File: src/rtl/sap_pkg.sv
// Shared definitions for the SAP-style accumulator CPU: controller states,
// opcode encodings and a small state-class helper.
package sap_pkg;

  typedef enum logic [1:0] {
    ST_IDLE  = 2'd0,
    ST_FETCH = 2'd1,
    ST_EXEC  = 2'd2,
    ST_HALT  = 2'd3
  } state_t;

  localparam logic [3:0] OP_NOP = 4'h0;
  localparam logic [3:0] OP_LDA = 4'h1;
  localparam logic [3:0] OP_ADD = 4'h2;
  localparam logic [3:0] OP_SUB = 4'h3;
  localparam logic [3:0] OP_STA = 4'h4;
  localparam logic [3:0] OP_LDI = 4'h5;
  localparam logic [3:0] OP_JMP = 4'h6;
  localparam logic [3:0] OP_JC  = 4'h7;
  localparam logic [3:0] OP_JZ  = 4'h8;
  localparam logic [3:0] OP_OUT = 4'hE;
  localparam logic [3:0] OP_HLT = 4'hF;

  // Stopped states: the only ones where the loader port and run are honoured.
  function automatic logic is_stopped(input state_t s);
    return (s == ST_IDLE) || (s == ST_HALT);
  endfunction

endpackage

File: src/rtl/sap_alu.sv
// Accumulator add/subtract unit. Subtract is A + ~B + 1, so carry-out set
// means "no borrow".
module sap_alu #(
  parameter int DATA_W = 8
) (
  input  logic [DATA_W-1:0] i_a,
  input  logic [DATA_W-1:0] i_b,
  input  logic              i_sub,
  output logic [DATA_W-1:0] o_sum,
  output logic              o_carry,
  output logic              o_zero
);

  logic [DATA_W-1:0] w_b;
  logic [DATA_W:0]   w_sum;

  assign w_b     = i_sub ? ~i_b : i_b;
  assign w_sum   = {1'b0, i_a} + {1'b0, w_b} + {{DATA_W{1'b0}}, i_sub};
  assign o_sum   = w_sum[DATA_W-1:0];
  assign o_carry = w_sum[DATA_W];
  assign o_zero  = (w_sum[DATA_W-1:0] == {DATA_W{1'b0}});

endmodule

File: src/rtl/sap_n.sv
// Two-cycle (fetch/execute) accumulator CPU with a loadable unified RAM,
// carry/zero flags and a registered output port.
module sap_n
  import sap_pkg::*;
#(
  parameter int DATA_W = 8,
  parameter int ADDR_W = 4
) (
  input  logic              clk,
  input  logic              rst_n,
  input  logic              prog_we,
  input  logic [ADDR_W-1:0] prog_addr,
  input  logic [DATA_W-1:0] prog_data,
  input  logic              run,
  output logic [DATA_W-1:0] out_data,
  output logic              out_valid,
  output logic              halted,
  output logic              busy
);

  localparam int DEPTH = 2 ** ADDR_W;

  state_t            r_state;
  state_t            w_state_nxt;
  logic [ADDR_W-1:0] r_pc;
  logic [DATA_W-1:0] r_ir;
  logic [DATA_W-1:0] r_a;
  logic              r_c;
  logic              r_z;
  logic [DATA_W-1:0] r_out_data;
  logic              r_out_valid;
  logic [DATA_W-1:0] r_mem [DEPTH];

  logic [3:0]        w_opcode;
  logic [ADDR_W-1:0] w_addr;
  logic [DATA_W-1:0] w_imm;
  logic [ADDR_W-1:0] w_rd_addr;
  logic [DATA_W-1:0] w_rd_data;
  logic [DATA_W-1:0] w_alu_sum;
  logic              w_alu_c;
  logic              w_alu_z;
  logic              w_alu_sub;
  logic              w_mem_we;
  logic [ADDR_W-1:0] w_mem_waddr;
  logic [DATA_W-1:0] w_mem_wdata;

  assign w_opcode  = r_ir[DATA_W-1 -: 4];
  assign w_addr    = r_ir[ADDR_W-1:0];
  assign w_imm     = {4'b0000, r_ir[DATA_W-5:0]};
  assign w_alu_sub = (w_opcode == OP_SUB);
  // One read port: instruction fetch in FETCH, operand read in EXEC.
  assign w_rd_addr = (r_state == ST_FETCH) ? r_pc : w_addr;
  assign w_rd_data = r_mem[w_rd_addr];

  assign out_data  = r_out_data;
  assign out_valid = r_out_valid;
  assign halted    = (r_state == ST_HALT);
  assign busy      = (r_state == ST_FETCH) || (r_state == ST_EXEC);

  sap_alu #(.DATA_W(DATA_W)) u_alu (
    .i_a     (r_a),
    .i_b     (w_rd_data),
    .i_sub   (w_alu_sub),
    .o_sum   (w_alu_sum),
    .o_carry (w_alu_c),
    .o_zero  (w_alu_z)
  );

  always_ff @(posedge clk) begin
    if (!rst_n) begin
      r_state <= ST_IDLE;
    end else begin
      r_state <= w_state_nxt;
    end
  end

  always_comb begin
    w_state_nxt = r_state;
    case (r_state)
      ST_IDLE:  w_state_nxt = run ? ST_FETCH : ST_IDLE;
      ST_FETCH: w_state_nxt = ST_EXEC;
      ST_EXEC:  w_state_nxt = (w_opcode == OP_HLT) ? ST_HALT : ST_FETCH;
      ST_HALT:  w_state_nxt = run ? ST_FETCH : ST_HALT;
      default:  w_state_nxt = ST_IDLE;
    endcase
  end

  // Loader and STA share the write port; they are never live in the same state.
  always_comb begin
    w_mem_we    = 1'b0;
    w_mem_waddr = prog_addr;
    w_mem_wdata = prog_data;
    if (!rst_n) begin
      w_mem_we = 1'b0;
    end else if (is_stopped(r_state)) begin
      w_mem_we = prog_we;
    end else if ((r_state == ST_EXEC) && (w_opcode == OP_STA)) begin
      w_mem_we    = 1'b1;
      w_mem_waddr = w_addr;
      w_mem_wdata = r_a;
    end else begin
      w_mem_we = 1'b0;
    end
  end

  always_ff @(posedge clk) begin
    if (w_mem_we) begin
      r_mem[w_mem_waddr] <= w_mem_wdata;
    end
  end

  always_ff @(posedge clk) begin
    if (!rst_n) begin
      r_pc        <= {ADDR_W{1'b0}};
      r_ir        <= {DATA_W{1'b0}};
      r_a         <= {DATA_W{1'b0}};
      r_c         <= 1'b0;
      r_z         <= 1'b0;
      r_out_data  <= {DATA_W{1'b0}};
      r_out_valid <= 1'b0;
    end else begin
      r_out_valid <= 1'b0;
      case (r_state)
        ST_IDLE, ST_HALT: begin
          if (run) begin
            r_pc <= {ADDR_W{1'b0}};
            r_a  <= {DATA_W{1'b0}};
            r_c  <= 1'b0;
            r_z  <= 1'b0;
          end
        end
        ST_FETCH: begin
          r_ir <= w_rd_data;
          r_pc <= r_pc + ADDR_W'(1);
        end
        ST_EXEC: begin
          case (w_opcode)
            OP_LDA: r_a <= w_rd_data;
            OP_ADD, OP_SUB: begin
              r_a <= w_alu_sum;
              r_c <= w_alu_c;
              r_z <= w_alu_z;
            end
            OP_LDI: r_a <= w_imm;
            OP_JMP: r_pc <= w_addr;
            OP_JC:  if (r_c) r_pc <= w_addr;
            OP_JZ:  if (r_z) r_pc <= w_addr;
            OP_OUT: begin
              r_out_data  <= r_a;
              r_out_valid <= 1'b1;
            end
            default: ;
          endcase
        end
        default: ;
      endcase
    end
  end

endmodule
File: config.mk
export PLATFORM = sky130hd
export DESIGN_NAME = sap_n
export DESIGN_NICKNAME = d
export VERILOG_FILES = /design/src/rtl/sap_pkg.sv /design/src/rtl/sap_alu.sv /design/src/rtl/sap_n.sv
export SDC_FILE = /design/constraint.sdc
export NUM_CORES = 1
export LEC_CHECK = 0
export BUFFER_PORTS_ARGS = -buffer_cell sky130_fd_sc_hd__buf_4
export CORE_UTILIZATION = 31
export DETAILED_ROUTE_END_ITERATION = 10
export HOLD_SLACK_MARGIN = 0.05
export PLACE_DENSITY = 0.45
export RECOVER_POWER = 50
export SYNTH_ARGS = -nofsm -noshare
export SYNTH_HDL_FRONTEND = slang
export SYNTH_SLANG_ARGS = --single-unit
File: constraint.sdc
create_clock -name clk -period 10.2 [get_ports clk]
set_input_delay 1.02 -clock clk [delete_from_list [all_inputs] [get_ports clk]]
set_output_delay 1.02 -clock clk [all_outputs]
set_load 0.005 [all_outputs]
Yosys cells after proc, flatten, opt, wreduce, memory -nomap -nowiden

Memory sizes are Yosys's and may differ from the RTL's.
Cells that the tools add are included.

Multiply operators: 0
Shift operators: 0
Div/mod/pow operators: 0
Add/subtract/negate cells: 3
Equal/unequal tests: 19
Multiplexer cells: 31
Reductions and logical operators: 13
Magnitude comparators: 0
Bitwise logic cells: 1

Operator list:

| kind                                                                   | count |
|---|---|
| 8-bit 2-to-1 mux                                                       | 5 |
| 4-bit 2-to-1 mux                                                       | 7 |
| 4-bit case mux with 3 select lines                                     | 2 |
| 8-bit case mux with 3 select lines                                     | 1 |
| 4-bit by 3-bit equality test with 1-bit output (second input constant) | 4 |
| 8-bit case mux with 2 select lines                                     | 1 |
| 4-bit equality test (second input constant)                            | 3 |
| 1-bit 2-to-1 mux                                                       | 10 |
| 8-bit by 8-bit adder with 9-bit output                                 | 1 |
| 9-bit by 1-bit adder with 9-bit output                                 | 1 |
| 4-bit by 2-bit equality test with 1-bit output (second input constant) | 2 |
| 8-bit zero test                                                        | 1 |
| 4-bit by 1-bit != test with 1-bit output (second input constant)       | 2 |
| 8-bit NOT                                                              | 1 |
| 2-bit case mux with 4 select lines                                     | 1 |
| 3-bit != test (second input constant)                                  | 2 |
| 3-bit AND reduction                                                    | 2 |
| 4-bit by 1-bit adder with 4-bit output (second input constant)         | 1 |
| 2-bit equality test (second input constant)                            | 2 |
| 4-bit by 1-bit equality test with 1-bit output (second input constant) | 1 |
| 2-bit 2-to-1 mux                                                       | 2 |
| 1-bit case mux with 2 select lines                                     | 2 |
| 2-bit AND reduction                                                    | 2 |
| 4-bit AND reduction                                                    | 1 |
| 8 further kinds                                                        | 10 |

RAM bits: 128
Memories: 1
Latch bits: 0
Memory bits (read-only): 0
Word-level logic and storage cells: 76
Register bits after elaboration: 33

Memories:

| name  | depth | width | read ports | clocked after Yosys merged registers in | wr ports | RTL line    | source |
|---|---|---|---|---|---|---|---|
| r_mem | 16    | 8     | 1          | 0                                       | 1        | sap_n.sv:32 | `logic [DATA_W-1:0] r_mem [DEPTH];` |

Depth between registers and ports, before layout

An unclocked memory read counts as a cell.

Depth in word-level cells: 10
Mapped depth: 21
Mapped depth without buffers: 17

Hierarchy

From an unflattened synthesis, not the netlist that was laid out.

Cell total of the unflattened synthesis: 508
Area, all modules: 7226.9 um^2

By module, submodules not included:

| module  | times used | area each (um^2) | cells an instance | sequential area each (um^2) |
|---|---|---|---|---|
| sap_n   | 1          | 6792.8           | 452               | 4504.3 |
| sap_alu | 1          | 434.2            | 56                | 0.0 |

Worst setup path after synthesis

No wires, ideal clock.

Kind: reg2reg
Start: register r_state[1]
End: register r_z
Cell stages (with the launch flop): 21
Setup time: 0.084 ns
Arrival time: 5.066 ns
Data required time: 10.116 ns
Setup slack: 5.049 ns
Period minus slack after synthesis: 5.151 ns
Cell sequence: dfxtp_1 -> inv_1 -> ha_1 -> buf_6 -> mux2i_1 -> buf_6 -> buf_2 -> buf_2 -> mux4_2 -> a211oi_1 -> a31oi_1 -> xor2_1 -> fa_1 -> a21o_1 -> a21oi_1 -> o21bai_1 -> a21oi_1 -> xnor2_1 -> or4_1 -> or4b_1 -> o31ai_2

Longest elaborated chain between the ends: 10
Elaborated cells between the ends (all ways): 18
Classes of those cells: add/sub: 2; eq/ne: 5; mux: 4; bitwise: 1; reduce/logical: 5; memory: 1

RTL lines:

| item                                           | RTL line      | source |
|---|---|---|
| start, declared                                | sap_n.sv:23   | `state_t r_state;` |
| start signal, assigned                         | sap_n.sv:73   | `r_state <= w_state_nxt;` |
| 2-bit by 1-bit equality test with 1-bit output | sap_n.sv:52   | `assign w_rd_addr = (r_state == ST_FETCH) ? r_pc : w_addr;` |
| 4-bit 2-to-1 mux                               | sap_n.sv:52   |  |
| memory read 16 x 8 bit                         | n/a           |  |
| 8-bit NOT                                      | sap_alu.sv:17 | `assign w_b = i_sub ? ~i_b : i_b;` |
| 8-bit 2-to-1 mux                               | sap_alu.sv:17 |  |
| 8-bit by 8-bit adder with 9-bit output         | sap_alu.sv:18 | `assign w_sum = {1'b0, i_a} + {1'b0, w_b} + {{DATA_W{1'b0}}, i_sub};` |
| 9-bit by 1-bit adder with 9-bit output         | sap_alu.sv:18 |  |
| 8-bit zero test                                | sap_alu.sv:21 | `assign o_zero = (w_sum[DATA_W-1:0] == {DATA_W{1'b0}});` |
| 1-bit 2-to-1 mux                               | sap_n.sv:137  | `case (w_opcode)` |
| 1-bit case mux with 2 select lines             | sap_n.sv:123  | `case (r_state)` |
| end signal, assigned                           | sap_n.sv:142  | `r_z <= w_alu_z;` |
| end, declared                                  | sap_n.sv:29   | `logic r_z;` |

Several ways; a longest one is shown, not always the timed one. The select of a mux whose other input is x is not followed.
A chain may end at the register's enable or synchronous reset.

Final worst setup path

Ends and elaborated chain as after synthesis.

==> flow_summary.ini <==
[run_status]
status = completed

[clock_network]
postCtsSetupRepairBufs = 0
worstSkewPairLatency_ps = 440
cts_buffer_depth = 2
cts_sinks = 161
cts-root-buf = clkbuf_16
clkSlewWorstSetupHoldPaths_ps = 70
htree_levels = 4
cts_tree = yes
cts_made_buffers = 17
cts_hold_buf = 0
post_cts_resized = 0

[die]
die-area_um2 = 24500
die_x_um = 157
rows = 56
io_pins = 27
core_um2 = 23500
start_util_pct = 31.6
die_h_um = 157

[synth]
synth-seq-cells = 161
synth.distinct_cells = 54
synth_warnings = 0
synth.avg_cell_area_um2 = 13.2
synth_flop_cell = edfxtp_1
ys_seq_area_share_pct = 60.8
synth_edf_count = 128
syn_area_um2 = 7410
synth_top_area_share_pct = 51.8
synth.most_common_cell = edfxtp_1
synth_top_area_cell = edfxtp_1
synthTopCellsByCount = edfxtp_1 (128), nor2_1 (58), nand2_1 (52)
synth_area_leaders = edfxtp_1 (52%), dfxtp_1 (8.9%), mux4_2 (8.5%)
async_flop_share_pct = 0
synthesis.nets = 592
syn_inst = 561

[sta]
rsz0062_at_grt = no
worst_pin_slew_ps = 1050
fin_crit_ps = 5790
relSlewSlack_pct = 30.0
clock_skew_ps = 15.9
period_share_pct = 56.8
hold_violations = 0
finalSetupViolations = 0
finalMaxSlewViolations = 0
fmax_mhz = 173
setup_tns_ps = 0

[drt]
postRouteAntennaNets = 0
dr.pass1.iters = 4
wire_per_inst_um = 19.7
drc = 0
wl_um = 18000
vias = 4607
via_per_inst = 5.03
drt_iter0_drc = 278

[layout]
layout-drive-gt1-share_pct = 16.8
area_delta_synth_final_pct = 15.0
nNetsFinal = 614
diodes = 0

[critical_path]
critPathMaxFanout = 36
worstSetupPathType = flip-flop to flip-flop
endpoint_kind = flip-flop
arrival_ps = 6140
required_ps = 10550
critPathLaunchType = flip-flop

[power]
cellPowerDensity_nw_per_um2 = 181
p_leak_uw = 0.00301
irDropWorstVdd_uv = 97.7
total_power_uw = 1540

[global_route]
grt_max_degree = 37
grt_pass1_wl_um = 27600
antenna_found_initial = 0
track_usage_pct = 15.6
first_global_vias = 4526
overflow = 0

[place]
gp_congestion = 0.810
hpwl_um = 12300
numPortBuffers = 26

[run]
maxCapViolations = 0

[hold_path]
min_path_type = flip-flop to flip-flop
==> power by group <==
group	internal (uW)	total (uW)	switching [uW]
clock network	328	631	302
registers	716	726	10.5
logic	73.9	187	113
==> layout make-up <==
type	count	area [um^2]
Fill cell	2268	14900
Sequential cell	161	4500
Multi-Input combinational cell	354	2740
Clock buffer	17	425
Tap cell	319	399
Timing Repair Buffer	32	236
Clock inverter	15	163
Inverter	17	63.8
==> sequential cells by signal, summed over array words and instances, names as in the netlist <==
signal,cells
out_data,8
out_valid,1
r_a,8
r_c,1
r_ir,8
r_mem,128
r_pc,4
r_state,2
r_z,1
==> logic make-up (layout without fill, tap and decap cells) <==
logic type,after synthesis,in the layout,share of synthesized area (%)
adders and majority gates,15,15,2.63
muxes,61,61,13.0
buffers and inverters,46,81,2.67
AOI/OAI and AO/OA,98,98,8.74
xor gates and xnor gates,13,13,1.54
DFF,161,161,60.8
and+or+nand+nor,167,167,10.7
==> layout by cell type, fill, tap and decap left out, drive strengths merged, types with 4 or more instances in the layout <==
cell	synthesis	layout
a211oi	10	10
a21o	5	5
a21oi	22	22
a22oi	7	7
a31oi	11	11
and2	8	8
and3b	4	4
buf	11	20
clkbuf	18	29
clkinv	0	6
dfxtp	33	33
edfxtp	128	128
ha	14	14
inv	17	25
mux2i	31	31
mux4	28	28
nand2	52	52
nand3	7	7
nor2	58	58
nor3	10	10
nor3b	8	8
o21ai	15	15
o22ai	5	5
xnor2	5	5
xor2	8	8
==> worst paths after layout <==
path,end,startpoint,cells past startpoint,slack [ps]
hold / removal,out_data[3],out_data[3],2,500
setup reg to reg,r_z,r_state[1],19,4410
hold reg to reg,out_data[3],out_data[3],2,500
setup / recovery,r_z,r_state[1],19,4410
==> stage by stage <==
stage          instance area [um^2]  setup slack [ps]  std cells  utilization [%]  hold WS [ps]
6_report                       8530              4410        915             36.3           502
5_1_grt                        8530              3980        915             36.3           542
4_1_cts                        8530              4330        915             36.3           507
3_5_place_dp                   7940              4390        883             33.8           489
3_3_place_gp                   7940              4450        883             33.8           478
2_1_floorplan                  7410              5050        561                -           460
==> routing by layer <==
metal	up-vias	GRT usage, %	routed length [um]
met5	-	0	0
met1	2315	21.2	8470
met3	21	3.24	570
met4	0	4.62	261
li1	2188	-	-
met2	83	24.9	8700
==> critical path: stages, from the launching register on <==
cell and delay, ps:
dfxtp_1 350, inv_1 110, ha_1 150, buf_4 330, mux2i_4 270, buf_4 580, mux4_2 570, and2_1 170
a211oi_1 230, a31oi_1 140, xor2_1 220, fa_1 520, a21o_1 190, a21oi_1 230, o21bai_1 100, a21oi_1 220
xnor2_1 120, or4_1 490, or4b_1 500, o31ai_2 180
Note: power is estimated with default switching activity, not from simulation.
